$ cat src/rtl/mux_arb_pkg.sv
// Shared types and sizes for the 4-channel round-robin arbitration stage.
package mux_arb_pkg;

    localparam int unsigned NUM_CH    = 4;
    localparam int unsigned SEL_WIDTH = 2;

    typedef logic [SEL_WIDTH-1:0] sel_t;

    // IDLE: free arbitration between packets; LOCK: a packet owns the stage.
    typedef enum logic {
        IDLE = 1'b0,
        LOCK = 1'b1
    } arb_state_t;

endpackage : mux_arb_pkg

$ cat src/rtl/rr_pick4.sv
// Combinational 4-way round-robin picker.
// The search starts one past ptr, so the channel at ptr has lowest priority.
module rr_pick4
    import mux_arb_pkg::*;
(
    input  logic [NUM_CH-1:0] req,
    input  sel_t              ptr,
    output sel_t              grant_idx,
    output logic              any_req
);

    sel_t              start;
    sel_t              offset;
    logic              found;
    logic [NUM_CH-1:0] rot;

    // Rotate so that bit 0 of rot is the channel just after ptr.
    always_comb begin
        start = sel_t'(ptr + sel_t'(1));
        rot   = '0;
        for (int j = 0; j < int'(NUM_CH); j++) begin
            rot[j] = req[sel_t'(start + sel_t'(j))];
        end
    end

    // Priority-encode the rotated vector (lowest set bit wins).
    always_comb begin
        offset = '0;
        found  = 1'b0;
        for (int j = 0; j < int'(NUM_CH); j++) begin
            if (!found && rot[j]) begin
                offset = sel_t'(j);
                found  = 1'b1;
            end
        end
    end

    // Un-rotate the winning offset back to a channel index.
    always_comb begin
        grant_idx = sel_t'(start + offset);
        any_req   = |req;
    end

endmodule : rr_pick4

$ cat src/rtl/mux_4to1_64bit_rr_arb.sv
// Round-robin, packet-locking arbiter in front of the 4:1 64-bit data mux.
// Holds the grant for whole packets and registers the selected beat into a
// single-entry valid/ready output stage.
module mux_4to1_64bit_rr_arb
    import mux_arb_pkg::*;
#(
    parameter int unsigned WIDTH     = 64,
    parameter int unsigned SEL_WIDTH = 2
) (
    input  logic                 clk,
    input  logic                 rst,
    input  logic [NUM_CH-1:0]    in_valid,
    input  logic [NUM_CH-1:0]    in_last,
    output logic [NUM_CH-1:0]    in_ready,
    input  logic [WIDTH-1:0]     data0,
    input  logic [WIDTH-1:0]     data1,
    input  logic [WIDTH-1:0]     data2,
    input  logic [WIDTH-1:0]     data3,
    output logic                 out_valid,
    input  logic                 out_ready,
    output logic [WIDTH-1:0]     out_data,
    output logic                 out_last,
    output logic [SEL_WIDTH-1:0] out_sel
);

    arb_state_t       state_q;
    arb_state_t       state_d;
    sel_t             rr_ptr_q;
    sel_t             rr_ptr_d;
    sel_t             lock_ch_q;
    sel_t             lock_ch_d;

    sel_t             pick_idx_c;
    logic             any_req_c;
    sel_t             cur_c;
    logic             load_c;
    logic [WIDTH-1:0] sel_data_c;

    rr_pick4 u_pick (
        .req       (in_valid),
        .ptr       (rr_ptr_q),
        .grant_idx (pick_idx_c),
        .any_req   (any_req_c)
    );

    // Current owner: the locked channel mid-packet, otherwise the rr pick.
    always_comb begin
        cur_c = pick_idx_c;
        if (state_q == LOCK) begin
            cur_c = lock_ch_q;
        end
    end

    // Load when the output slot is free or draining and the owner presents a beat.
    always_comb begin
        load_c = (!out_valid || out_ready) && in_valid[cur_c] &&
                 ((state_q == LOCK) || any_req_c);
    end

    // One-hot ready to the owning channel only.
    always_comb begin
        in_ready = '0;
        if (load_c) begin
            in_ready[cur_c] = 1'b1;
        end
    end

    // Data select for the owning channel.
    always_comb begin
        sel_data_c = data0;
        case (cur_c)
            2'd0:    sel_data_c = data0;
            2'd1:    sel_data_c = data1;
            2'd2:    sel_data_c = data2;
            2'd3:    sel_data_c = data3;
            default: sel_data_c = data0;
        endcase
    end

    // Next-state logic; the pointer moves only when a packet completes.
    always_comb begin
        state_d   = state_q;
        rr_ptr_d  = rr_ptr_q;
        lock_ch_d = lock_ch_q;
        case (state_q)
            IDLE: begin
                if (load_c) begin
                    if (in_last[cur_c]) begin
                        rr_ptr_d = cur_c;
                    end else begin
                        state_d   = LOCK;
                        lock_ch_d = cur_c;
                    end
                end
            end
            LOCK: begin
                if (load_c && in_last[lock_ch_q]) begin
                    state_d  = IDLE;
                    rr_ptr_d = lock_ch_q;
                end
            end
            default: begin
                state_d = IDLE;
            end
        endcase
    end

    // Arbitration state registers; rr_ptr=3 gives channel 0 first priority.
    always_ff @(posedge clk) begin
        if (rst) begin
            state_q   <= IDLE;
            rr_ptr_q  <= sel_t'(3);
            lock_ch_q <= '0;
        end else begin
            state_q   <= state_d;
            rr_ptr_q  <= rr_ptr_d;
            lock_ch_q <= lock_ch_d;
        end
    end

    // Single-entry output stage; a load replaces a beat being accepted with no bubble.
    always_ff @(posedge clk) begin
        if (rst) begin
            out_valid <= 1'b0;
            out_data  <= '0;
            out_last  <= 1'b0;
            out_sel   <= '0;
        end else if (load_c) begin
            out_valid <= 1'b1;
            out_data  <= sel_data_c;
            out_last  <= in_last[cur_c];
            out_sel   <= SEL_WIDTH'(cur_c);
        end else if (out_ready) begin
            out_valid <= 1'b0;
        end
    end

endmodule : mux_4to1_64bit_rr_arb

$ cat config.mk
export PLATFORM = sky130hd
export DESIGN_NAME = mux_4to1_64bit_rr_arb
export DESIGN_NICKNAME = d
export VERILOG_FILES = /design/src/rtl/mux_arb_pkg.sv /design/src/rtl/rr_pick4.sv /design/src/rtl/mux_4to1_64bit_rr_arb.sv
export SDC_FILE = /design/constraint.sdc
export NUM_CORES = 1
export LEC_CHECK = 0
export ABC_AREA = 1
export BUFFER_PORTS_ARGS = -buffer_cell sky130_fd_sc_hd__buf_2
export CAP_MARGIN = 20
export CELL_PAD_IN_SITES_DETAIL_PLACEMENT = 1
export CELL_PAD_IN_SITES_GLOBAL_PLACEMENT = 2
export CORE_MARGIN = 2
export CORE_UTILIZATION = 20
export DETAILED_ROUTE_END_ITERATION = 8
export PLACE_DENSITY = 0.93
export SLEW_MARGIN = 25
export SYNTH_ARGS = -nofsm -noshare
export SYNTH_HDL_FRONTEND = slang
export SYNTH_SLANG_ARGS = --single-unit
$ cat constraint.sdc
create_clock -name clk -period 8.5 [get_ports clk]
set_clock_uncertainty 0.1 [all_clocks]
set_input_delay 1.7 -clock clk [delete_from_list [all_inputs] [get_ports clk]]
set_output_delay 1.7 -clock clk [all_outputs]
set_load 0.03 [all_outputs]
==> flow_metrics.env <==
export IMPL_status="complete, no violations"
export IMPL_maxSlewHeadroom_pct=43.5
export IMPL_critPathRequiredTime_ns=6.70
export IMPL_rsz0062_at_grt="no"
export IMPL_crit_path_end_kind="output port"
export IMPL_die_x_um=159
export IMPL_rr_worst_depth=17
export IMPL_drc_errors=0
export IMPL_cp_cell_sequence="buf_2 > inv_1 > nand2_1 > nand3_1 > nand2_1 > a31oi_1 > nor2_1 > ha_1 > o21ai_4 > buf_4 > nand3_2 > nor2_1 > buf_2"
export IMPL_gp_congestion=0.840
export IMPL_setup_tns_ns=0
export IMPL_grt_pass1_vias=6592
export IMPL_setup_ws_ns=1.84
export IMPL_ys_ff_latch=73
export IMPL_total_power_mw=3.35
export IMPL_cts_max_level=3
export IMPL_cts_sinks=73
export IMPL_netlist_area_um2=4800
export IMPL_postSynthCellCount=828
export IMPL_cts_root_buf="clkbuf_16"
export IMPL_layout_common_cells="350 x nand2_1, 338 x buf_2, 102 x nand3_1, 73 x dfxtp_1, 67 x nor2_1"
export IMPL_synth_distinct_cells=27
export IMPL_clk_pin_slew_ns=0.06
export IMPL_cp_slowest_cell="nand3_2"
export IMPL_syn_nets=1096
export IMPL_grt_pass1_wl_mm=35.1
export IMPL_hpwl_mm=16.8
export IMPL_hold_buffers=0
export IMPL_slew_viol_final=0
export IMPL_critPathTopFamily="simple AND/OR/NAND/NOR gates"
export IMPL_min_from="out_data[17]$_SDFFE_PP0P_"
export IMPL_fin_nets=1398
export IMPL_stdcell_count=1457
export IMPL_whs_endpoint="out_data[17]$_SDFFE_PP0P_"
export IMPL_clock_latency_ns=0.33
export IMPL_worst_r2r_startpoint="rr_ptr_q[0]$_SDFFE_PP1P_"
export IMPL_wl_per_cell_um=15.0
export IMPL_layout_commonest_cell="nand2_1"
export IMPL_critPathMaxFanout=79
export IMPL_syn_area_per_cell_um2=5.79
export IMPL_yosys_warnings=0
export IMPL_worstPathArrival_ns=4.86
export IMPL_whs_path_depth=2
export IMPL_max_cap_violations=0
export IMPL_setup_violations=0
export IMPL_ir_worst_vdd_uv=220
export IMPL_start_util_pct=20.4
export IMPL_cp_num_buf_inv=4
export IMPL_fp_dieH_um=159
export IMPL_period_share_pct=78.4
export IMPL_portBuffers=338
export IMPL_p_leak_nw=3.63
export IMPL_critPathKind="input port to output port"
export IMPL_nFillCells=3175
export IMPL_min_path_type="flop to flop"
export IMPL_dp_cells=1438
export IMPL_dp_slack_ns=1.67
export IMPL_p_per_area_nw_per_um2=482
export IMPL_grt_max_degree=80
export IMPL_vias=6508
export IMPL_yosysSeqAreaShare_pct=30.5
export IMPL_drt_pass1_iter_count=4
export IMPL_drt_iter0_drc=287
export IMPL_tritoncts="yes"
export IMPL_fmax_mhz=150
export IMPL_antenna_found_initial=5
export IMPL_core_um2=23500
export IMPL_rows=56
export IMPL_overflow=0
export IMPL_tightest_slew_ns=0.842
export IMPL_track_usage_pct=17.3
export IMPL_die_area_um2=25200
export IMPL_routed_wl_mm=21.9
export IMPL_numCtsBuffers=9
export IMPL_period_minus_slack_ns=6.66
export IMPL_max_stage_delay_ns=0.79
export IMPL_syn2layout_area_growth_pct=44.8
export IMPL_io_pin_count=339
export IMPL_ant_nets=0
export IMPL_cts_buffer_depth=2
export IMPL_start_kind="input port"
export IMPL_ff2ff_setup_slack_ns=3.91
export IMPL_cts_resized=0
export IMPL_vias_per_cell=4.47
export IMPL_worstReg2RegEnd="out_data[46]$_SDFFE_PP0P_"
export IMPL_final_hold_viol_count=0
export IMPL_drive_gt1_share_pct=35.3
export IMPL_post_cts_buffers=0
-- metrics by stage --
stage	utilization, %	cell area, um^2	hold slack, ns
floorplan	-	4800	0.398
CTS	29.6	6940	0.361
global placement	28.4	6680	0.349
global route	29.6	6940	0.383
finish	29.6	6950	0.361
detailed placement	28.5	6680	0.352
-- per-layer routing --
layer / global-route usage (%) / up-vias / share of wire [%]
li1: - / 3252 / -
met1: 19.4 / 2978 / 41
met2: 30.8 / 247 / 49
met3: 6.09 / 27 / 8.6
met4: 4.63 / 4 / 1.8
met5: 0 / - / 0.11
-- worst register-to-register path: stages (launching register included) --
cell and delay, ns:
dfxtp_1 0.58, inv_4 0.12, nand2_1 0.08, nand2_1 0.11
nand2_1 0.08, nand2_1 0.06, a31oi_1 0.13, nor2_1 0.06
ha_1 0.31, o21ai_4 0.20, buf_4 0.63, inv_2 0.47
nand3_1 0.29, clkinv_1 0.67, nand2_1 0.25, nand3_1 0.11
nor2_1 0.19, nor2_1 0.06
-- area by class of cell --
| cell class | count | area, um^2 | share of cell area (%) |
|---|---|---|---|
| Tap cell | 319 | 399 | 5.75 |
| Multi-Input combinational cell | 679 | 2990 | 43.1 |
| Antenna cell | 3 | 7.51 | 0.108 |
| Timing Repair Buffer | 345 | 1740 | 25.1 |
| Clock buffer | 12 | 236 | 3.40 |
| Clock inverter | 4 | 20.0 | 0.288 |
| Inverter | 22 | 85.1 | 1.22 |
| Sequential cell | 73 | 1460 | 21.0 |
-- flip-flops by register name, summed over array words and instances (netlist names) --
register	flops
state_q	1
out_last	1
out_valid	1
out_sel	2
lock_ch_q	2
out_data	64
rr_ptr_q	2
-- kinds of logic (layout without fill, tap and decap cells) --
logic type | after synthesis | count (layout) | share of synthesized area (%)
AND/OR/NAND/NOR | 564 | 564 | 49.4
adder cells (fa/ha/maj) | 1 | 1 | 0.261
flip-flops | 73 | 73 | 30.5
other | 0 | 3 | 0
AO/OA/AOI/OAI | 113 | 113 | 12.0
buffers and inverters | 76 | 383 | 7.67
XOR/XNOR | 1 | 1 | 0.183
-- worst max path at each step --
stage	start	to	slack (ns)	depth (start not counted)
4_1_cts	in_valid[3]	in_ready[0]	1.73	13
6_report	in_valid[3]	in_ready[0]	1.84	13
2_1_floorplan	in_valid[2]	in_ready[3]	2.76	17
5_1_grt	in_valid[3]	in_ready[0]	1.41	13
3_5_place_dp	in_valid[3]	in_ready[0]	1.67	13
3_3_place_gp	in_valid[3]	in_ready[0]	1.77	13
-- Yosys cell counts --
library cell,instances,area [um^2]
nor2_1,67,251
a32o_1,1,10.0
or2_1,8,50.1
nand2_2,2,12.5
buf_4,5,37.5
dfxtp_1,73,1460
xor2_1,1,8.76
inv_4,1,6.26
nand3_2,1,10.0
inv_1,16,60.1
clkinv_1,2,7.51
nand2_1,350,1310
inv_2,3,11.3
buf_1,3,11.3
nor2_2,3,18.8
a21oi_1,42,210
a31oi_1,1,6.26
buf_2,13,65.1
nand3_4,1,17.5
or2_2,29,181
o21ai_1,5,25.0
buf_6,6,67.6
o21ai_0,63,315
a21boi_1,1,7.51
clkbuf_1,27,101
ha_1,1,12.5
nand3_1,103,515
-- report_power, final --
group / internal (mW) / switching, mW
logic: 0.748 / 1.73
registers: 0.470 / 0.0608
clock network: 0.196 / 0.146
total: 1.41 / 1.93
No activity file was read; power rests on OpenSTA's default activity.
